--- src/rtl/neuron_mac_datapath.sv ---
// MAC datapath: reads neuron/weight memories for each incoming term, multiplies, accumulates,
// and writes the shifted/ReLU'd/saturated sum back to neuron memory at each neuron boundary.
module neuron_mac_datapath #(
    parameter int DATA_W  = 16,
    parameter int FRAC_W  = 8,
    parameter int ACC_W   = 40,
    parameter int NADDR_W = 12,
    parameter int WADDR_W = 16
) (
    input  logic               clk,
    input  logic               reset,
    input  logic [NADDR_W-1:0] input_neuron_addr,
    input  logic [WADDR_W-1:0] input_weight_addr,
    input  logic [NADDR_W-1:0] output_neuron_addr,
    input  logic               reset_mult_acc,
    input  logic               write_neuron,
    input  logic               done,
    output logic [NADDR_W-1:0] neuron_rd_addr,
    input  logic [DATA_W-1:0]  neuron_rd_data,
    output logic [WADDR_W-1:0] weight_rd_addr,
    input  logic [DATA_W-1:0]  weight_rd_data,
    output logic               neuron_wr_en,
    output logic [NADDR_W-1:0] neuron_wr_addr,
    output logic [DATA_W-1:0]  neuron_wr_data,
    output logic               acc_overflow,
    output logic               mlp_done
);
    localparam int PROD_W = 2 * DATA_W;
    localparam int DEPTH  = 3;

    localparam logic signed [ACC_W-1:0] ACC_MAX = {1'b0, {(ACC_W-1){1'b1}}};
    localparam logic signed [ACC_W-1:0] ACC_MIN = {1'b1, {(ACC_W-1){1'b0}}};
    localparam logic signed [ACC_W-1:0] ACT_MAX = {{(ACC_W-DATA_W+1){1'b0}}, {(DATA_W-1){1'b1}}};

    // Per-term control that rides alongside the memory/multiply pipeline
    typedef struct packed {
        logic               valid;
        logic               flush;
        logic               wr;
        logic               clr;
        logic [NADDR_W-1:0] waddr;
    } meta_t;

    logic                       done_seen_q, done_seen_d;
    logic [NADDR_W-1:0]         prev_out_q, prev_out_d;
    logic [NADDR_W-1:0]         nrd_addr_q, nrd_addr_d;
    logic [WADDR_W-1:0]         wrd_addr_q, wrd_addr_d;
    meta_t                      meta_q [DEPTH];
    meta_t                      meta_d [DEPTH];
    logic signed [PROD_W-1:0]   prod_q, prod_d;
    logic signed [ACC_W-1:0]    acc_q, acc_d;
    logic                       wr_en_q, wr_en_d;
    logic [NADDR_W-1:0]         wr_addr_q, wr_addr_d;
    logic [DATA_W-1:0]          wr_data_q, wr_data_d;
    logic                       ovf_q, ovf_d;
    logic                       fin_q, fin_d;
    logic                       mlp_done_q, mlp_done_d;

    logic signed [ACC_W-1:0]    prod_ext;
    logic signed [ACC_W:0]      sum_wide;
    logic                       sum_ovf;

    assign prod_ext = {{(ACC_W-PROD_W){prod_q[PROD_W-1]}}, prod_q};
    assign sum_wide = {acc_q[ACC_W-1], acc_q} + {prod_ext[ACC_W-1], prod_ext};
    assign sum_ovf  = sum_wide[ACC_W] ^ sum_wide[ACC_W-1];

    function automatic logic [DATA_W-1:0] act(input logic signed [ACC_W-1:0] x);
        logic signed [ACC_W-1:0] s;
        s = x >>> FRAC_W;
        if (s[ACC_W-1])
            return '0;
        else if (s > ACT_MAX)
            return ACT_MAX[DATA_W-1:0];
        else
            return s[DATA_W-1:0];
    endfunction

    always_comb begin
        done_seen_d = done_seen_q;
        prev_out_d  = prev_out_q;
        nrd_addr_d  = nrd_addr_q;
        wrd_addr_d  = wrd_addr_q;
        meta_d[0]   = '0;
        for (int i = 1; i < DEPTH; i++)
            meta_d[i] = meta_q[i-1];
        prod_d      = PROD_W'($signed(neuron_rd_data)) * PROD_W'($signed(weight_rd_data));
        acc_d       = acc_q;
        wr_en_d     = 1'b0;
        wr_addr_d   = wr_addr_q;
        wr_data_d   = wr_data_q;
        ovf_d       = ovf_q;
        fin_d       = 1'b0;
        mlp_done_d  = mlp_done_q | fin_q;

        // The done edge becomes a flush term that only commits the open neuron
        if (!done_seen_q) begin
            meta_d[0].valid = 1'b1;
            meta_d[0].waddr = prev_out_q;
            if (done) begin
                done_seen_d     = 1'b1;
                meta_d[0].flush = 1'b1;
                meta_d[0].wr    = 1'b1;
            end else begin
                meta_d[0].wr    = write_neuron;
                meta_d[0].clr   = reset_mult_acc;
                prev_out_d      = output_neuron_addr;
                nrd_addr_d      = input_neuron_addr;
                wrd_addr_d      = input_weight_addr;
            end
        end

        if (meta_q[DEPTH-1].valid) begin
            if (meta_q[DEPTH-1].wr) begin
                wr_en_d   = 1'b1;
                wr_addr_d = meta_q[DEPTH-1].waddr;
                wr_data_d = act(acc_q);
            end
            if (meta_q[DEPTH-1].flush) begin
                acc_d = '0;
                fin_d = 1'b1;
            end else if (meta_q[DEPTH-1].clr) begin
                acc_d = prod_ext;
            end else if (sum_ovf) begin
                acc_d = sum_wide[ACC_W] ? ACC_MIN : ACC_MAX;
                ovf_d = 1'b1;
            end else begin
                acc_d = sum_wide[ACC_W-1:0];
            end
        end
    end

    always_ff @(posedge clk or posedge reset) begin
        if (reset) begin
            done_seen_q <= 1'b0;
            prev_out_q  <= '0;
            nrd_addr_q  <= '0;
            wrd_addr_q  <= '0;
            for (int i = 0; i < DEPTH; i++)
                meta_q[i] <= '0;
            prod_q      <= '0;
            acc_q       <= '0;
            wr_en_q     <= 1'b0;
            wr_addr_q   <= '0;
            wr_data_q   <= '0;
            ovf_q       <= 1'b0;
            fin_q       <= 1'b0;
            mlp_done_q  <= 1'b0;
        end else begin
            done_seen_q <= done_seen_d;
            prev_out_q  <= prev_out_d;
            nrd_addr_q  <= nrd_addr_d;
            wrd_addr_q  <= wrd_addr_d;
            for (int i = 0; i < DEPTH; i++)
                meta_q[i] <= meta_d[i];
            prod_q      <= prod_d;
            acc_q       <= acc_d;
            wr_en_q     <= wr_en_d;
            wr_addr_q   <= wr_addr_d;
            wr_data_q   <= wr_data_d;
            ovf_q       <= ovf_d;
            fin_q       <= fin_d;
            mlp_done_q  <= mlp_done_d;
        end
    end

    assign neuron_rd_addr = nrd_addr_q;
    assign weight_rd_addr = wrd_addr_q;
    assign neuron_wr_en   = wr_en_q;
    assign neuron_wr_addr = wr_addr_q;
    assign neuron_wr_data = wr_data_q;
    assign acc_overflow   = ovf_q;
    assign mlp_done       = mlp_done_q;

endmodule
--- config.mk ---
export PLATFORM = sky130hd
export DESIGN_NAME = neuron_mac_datapath
export DESIGN_NICKNAME = d
export VERILOG_FILES = /design/src/rtl/neuron_mac_datapath.sv
export SDC_FILE = /design/constraint.sdc
export NUM_CORES = 1
export LEC_CHECK = 0
export ABC_AREA = 1
export BUFFER_PORTS_ARGS = -buffer_cell sky130_fd_sc_hd__clkbuf_2
export CELL_PAD_IN_SITES_DETAIL_PLACEMENT = 1
export CELL_PAD_IN_SITES_GLOBAL_PLACEMENT = 2
export CORE_UTILIZATION = 37
export DETAILED_ROUTE_END_ITERATION = 8
export HOLD_SLACK_MARGIN = 0.06
export PLACE_DENSITY = 0.82
export SLEW_MARGIN = 0
export SYNTH_ARGS = -nofsm -noshare
export SYNTH_HDL_FRONTEND = slang
export SYNTH_SLANG_ARGS = --single-unit
export TNS_END_PERCENT = 1
--- constraint.sdc ---
create_clock -name clk -period 7.1 [get_ports clk]
set_clock_uncertainty 0.1 [all_clocks]
set_input_delay 0.355 -clock clk [delete_from_list [all_inputs] [get_ports clk]]
set_output_delay 0.355 -clock clk [all_outputs]
set_load 0.05 [all_outputs]
; Yosys cells after proc, flatten, opt, wreduce, memory -nomap -nowiden
; Index checks and enable logic that the tools add are counted.
[word_totals]
reg_bits = 193
input_bits = 77
out_inout_bits = 59
wordCells = 54
[op_classes]
n_addsub = 1
n_mul = 1
magnitude_cmp = 1
muxes = 15
n_bitwise = 6
reduce_logical = 3
[op_table]
columns = op, count
row1 = $mux W40, 4
row2 = $mux W16, 3
row3 = $add A40 B32 Y41, 1
row4 = $gt A32 B16 Y1 const B, 1
row5 = $mul A16 B16 Y32, 1
row6 = $mux W1, 8
row7 = $not A1 Y1, 4
row8 = $reduce_and A2 Y1, 2
row9 = $reduce_and A4 Y1, 1
row10 = $or A1 B1 Y1, 1
row11 = $xor A1 B1 Y1, 1

; Logic depth before layout (Yosys ltp)
[depth]
ltp_word = 5
mapped_depth = 28
depth_no_buf = 26

; Worst setup path before layout
; Ideal clock, no wire load.
[synth_timing]
path_type = in2reg
startpoint = in neuron_rd_data[7]
endpoint = reg prod_q[25]
setup_ns = 0.124
arrival_ns = 5.545
required_time_ns = 6.876
setup_slack_ns = 1.331
path_stages = 23
path_buffers = 2
path_cell_list = clkbuf_1 -> clkbuf_1 -> nand2_1 -> fa_1 -> inv_1 -> fa_1 -> inv_1 -> fa_1 -> inv_1 -> fa_1 -> fa_1 -> inv_1 -> fa_1 -> inv_1 -> ha_1 -> a21oi_1 -> a21boi_0 -> nand3_1 -> a21oi_1 -> o21ai_1 -> nand2_1 -> nand2_1 -> xor2_1
[synth_between]
elab_chain_cells = 1
[synth_rtl]
columns = item, line
row1 = start: declaration, 19  ; input logic [DATA_W-1:0] neuron_rd_data,
row2 = $mul A16 B16 Y32, 86  ; prod_d = PROD_W'($signed(neuron_rd_data)) * PROD_W'($signed(weight_rd_data));
row3 = named net prod_d[25], 50  ; logic signed [PROD_W-1:0] prod_q, prod_d;
row4 = end signal: assignment, 155  ; prod_q <= prod_d;
row5 = end: declaration, 50
; The timed path passes the listed nets, and every way through them passes these cells.
; A chain may end at the register's enable or synchronous reset.

; Worst setup path in the final report
[layout_timing]
startpoint = in weight_rd_data[1]
endpoint = reg prod_q[26]
[layout_between]
elab_chain_cells = 1
[layout_rtl]
columns = item, line
row1 = start: declaration, 21  ; input logic [DATA_W-1:0] weight_rd_data,
row2 = $mul A16 B16 Y32, 86
row3 = named net prod_d[26], 50
; The timed path passes the listed nets, and every way through them passes these cells.

==> summary.md <==
| Metric | Value |
|---|---|
| Ys Warns | 0 |
| Family with the most delay on the worst path | adder cells |
| DRC Markers | 0 |
| Net count after synthesis | 3146 |
| Routed Wire Length | 62710 um |
| Post-Synth Simple-Gate Area | 23.54% |
| Insertion delay to the later sink of the worst-skew pair | 0.49 ns |
| Placer's final routability congestion estimate | 0.9209 |
| TritonRoute pass-1 iters | 5 |
| Worst min-delay path class | reg2reg |
| Fin nets | 3255 |
| Die span in y | 238.9 um |
| Main combinational cell family by area after synthesis | adder cells |
| Worst reg2reg path endpoint | acc_q[14] |
| Arrival time at the worst endpoint | 6.04 ns |
| Clock period minus final worst setup slack | 5.758 ns |
| Non-filler cells, final | 3554 |
| Stage delay of the slowest cell on the critical path | 0.74 ns |
| Parity-gate share of the synthesized area counting xor and xnor cells | 2.616% |
| Maximum level of the CTS H-tree | 4 |
| I/O pins | 136 |
| Remaining antenna violation count after routing | 0 |
| Unrepaired setup endpoints after global routing | false |
| Antenna Diode Count | 0 |
| Detail Placement HPWL | 50410 um |
| Share of cells above drive strength 1 | 9.622% |
| Max-slew headroom | 22.31% |
| Avg Vias per Cell | 4.695 |
| Distinct cell type count after synthesis | 49 |
| Resized cells post-CTS | 0 |
| Reg2reg setup slack | 3.83 ns |
| Final design area excluding fillers | 23090 um2 |
| Post-synthesis sequential area ratio | 23.26% |
| Worst-Margin Slew | 1.161 ns |
| Launching point of the worst reg2reg path | prod_q[31] |
| Number of buffers inserted to repair setup after CTS | 0 |
| Width of the die | 238.9 um |
| Highest achievable clock rate | 173.7 MHz |
| Asr flop ratio synth | 100.0% |
| Number of global-route vias before repair | 18.90k |
| Final Slew Violations | 0 |
| Sinks on the clock net | 193 |
| Number of filler instances in the final layout | 6919 |
| Biggest fanout along the worst timing path | 16 |
| Endpoints failing setup | 0 |
| Pin count of the biggest net entering global routing | 78 |
| Post-synth top flop | sky130_fd_sc_hd__dfrtp_1 |
| Clock tree from TritonCTS | done |
| Core ar. | 55310 um2 |
| Die area | 57060 um2 |
| WHS Path Cells | 0 |
| IO buf count | 135 |
| Sum of buffers and inverters on the critical path | 5 |
| Most used cell along the critical path | sky130_fd_sc_hd__fa_1 |
| Crit Path Class | in2reg |
| Number of placement rows | 86 |
| Crit-path slowest cell | sky130_fd_sc_hd__fa_1 |
| Synth Area in Compound Gates | 4.460% |
| Hold violation count in the final report | 0 |
| Buffer levels on the longest clock path | 2 |
| Final period utilization | 81.10% |
| Worst EP required | 7.38 ns |
| Register-to-Register Path Depth | 13 |
| Number of synthesized flops with an enable pin | 0 |
| Number of flip-flops and latches in the synthesized netlist | 193 |
| Synth-to-Final Area Change | 11.24% |
| Launch point of the worst path | weight_rd_data[1] |
| 1st-iter DRT viols | 720 |
| Avg Cell Area, Syn | 7.735 um2 |
| Global-route wire length before repair | 101800 um |
| Synthesized-area fraction occupied by adder cells | 32.71% |
| Summed negative setup slack over all endpoints | 0 ns |
| Total routing resource utilization after global routing | 23.11% |
| Clk root buf | sky130_fd_sc_hd__clkbuf_16 |
| Synth Instances | 2684 |
| Chain of cells forming the critical path | clkbuf_2, nand2_1, inv_1, fa_1, fa_1, fa_1, fa_1, fa_1, inv_1, fa_1, inv_1, ha_1, nand2_1, inv_1, nand3_1, nor2_1, nand4_1, nand3_1, nand2_1, nand3_1, nand2_1, nand2_1, xor2_1 |
| Instance count on the critical path | 23 |
| Initial antenna violation count | 0 |
| GRT Residual Overflow | 0 |
| Total via count in the routed design | 16.69k |
| Maximum capacitance violations | 0 |
| Placed insts | 3478 |
| End point of the critical path | prod_q[26] |
| Cts hold-fix bufs | 44 |
| Routed wire per std cell | 17.64 um |
| Mux share of post-synthesis cell area | 0% |
| Number of buffers added by the clock tree synthesis step | 17 |
| Placement-stage cell area | 22000 um2 |
| Kind of end point of the critical path | flip-flop |
| Clk pin slew, worst setup/hold paths | 0.08 ns |
| Startpoint type of the worst setup path | input port |
| Outcome | completed |
| Effective utilization at floorplan | 37.54% |
| Post-Synthesis Cell Area | 20760 um2 |
[registers in the layout, indices dropped and copies added (netlist names)]
register,cells
meta_d,32
meta_q,16
neuron_rd_addr,12
acc_q,40
done_seen_q,1
prod_q,32
neuron_wr_data,16
neuron_wr_en,1
neuron_wr_addr,12
prev_out_q,12
weight_rd_addr,16
acc_overflow,1
mlp_done,1
fin_q,1
[layout by cell type (no fill, tap or decap), drive strengths merged]
cell type    instances
a21boi               3
a21o                 3
a21oi               90
a221oi               2
a31oi                1
and2                 2
and3                 1
buf                  8
clkbuf             152
clkinv              13
dfrtp              193
dlygate4sd3         44
fa                 263
ha                 122
inv                622
nand2              880
nand3               84
nand3b               7
nand4               16
nor2               152
nor3                 9
nor4                 4
o211ai               1
o21a                 2
o21ai               52
o21bai              13
or2                  5
xnor2               29
xor2                33
[logic make-up after synthesis]
kind of cell             after synthesis
AND/OR/NAND/NOR                     1160
flip-flops                           193
buffers and inverters                717
AO/OA/AOI/OAI                        167
adder cells (fa/ha/maj)              385
XOR/XNOR                              62
[through the flow]
step | setup slack, ns | hold slack (ns) | utilization, %
floorplan | 1.331 | 0.2312 | -
finish | 1.342 | 0.2500 | 41.76
detailed placement | 0.7736 | 0.2363 | 39.78
CTS | 1.275 | 0.2483 | 41.76
global placement | 0.8395 | 0.2313 | 39.78
global route | 1.025 | 0.2583 | 41.76
[synth_stat cells (all sizes together) (2+ instances only)]
library cell,count,area share (%)
nand3b,7,0.25
o21a,2,0.072
and2,2,0.084
dfrtp,193,23
nand3,84,2.8
nor2,152,3.0
nor4,4,0.12
a21oi,90,2.2
nand4,16,0.48
a21o,3,0.11
a221oi,2,0.084
clkbuf,86,1.6
o21bai,13,0.52
fa,263,25
clkinv,8,0.14
ha,122,7.4
nor3,9,0.27
xor2,33,1.4
nand2,880,16
xnor2,29,1.2
inv,612,11
or2,5,0.15
buf,11,0.55
o21ai,52,1.3
a21boi,3,0.11
[layout make-up]
class                           count  area, um2  share of cell area [%]
Clock buffer                       17      425.4                   1.842
Clock inverter                     15      227.7                  0.9860
Inverter                          620       2345                   10.15
Multi-Input combinational cell   1774      13160                   56.96
Sequential cell                   193       4830                   20.91
Tap cell                          748      935.9                   4.052
Timing Repair Buffer              187       1176                   5.093
[worst min path at each step]
stage                     from    endpoint  slack, ns
finish              meta_d[16]   meta_d[0]       0.25
global route         meta_d[2]   meta_q[2]       0.26
CTS                 meta_d[13]  meta_q[13]       0.25
detailed placement  meta_d[21]   meta_d[5]       0.24
global placement    meta_d[31]  meta_d[15]       0.23
floorplan           meta_d[16]   meta_d[0]       0.23
[worst register-to-register path, delay by kind of cell, from the launching register on]
family | cells | cell delay (ns)
AOI/OAI and AO/OA | 2 | 0.46
adders and majority gates | 1 | 0.38
buffers and inverters | 2 | 0.16
DFF | 1 | 0.70
and+or+nand+nor | 8 | 1.35
[layer usage]
| layer | routed length (um) | track usage [%] | up-vias |
|---|---|---|---|
| met5 | 0 | 0 | - |
| met4 | 1384 | 6.818 | 0 |
| met3 | 1575 | 2.667 | 71 |
| met2 | 31520 | 40.94 | 204 |
| met1 | 28230 | 29.46 | 8371 |
| li1 | - | - | 8039 |
Power is left out: the tool's default activity adds up to more than one toggle a clock period on the data nets, which glitch-free logic cannot reach.
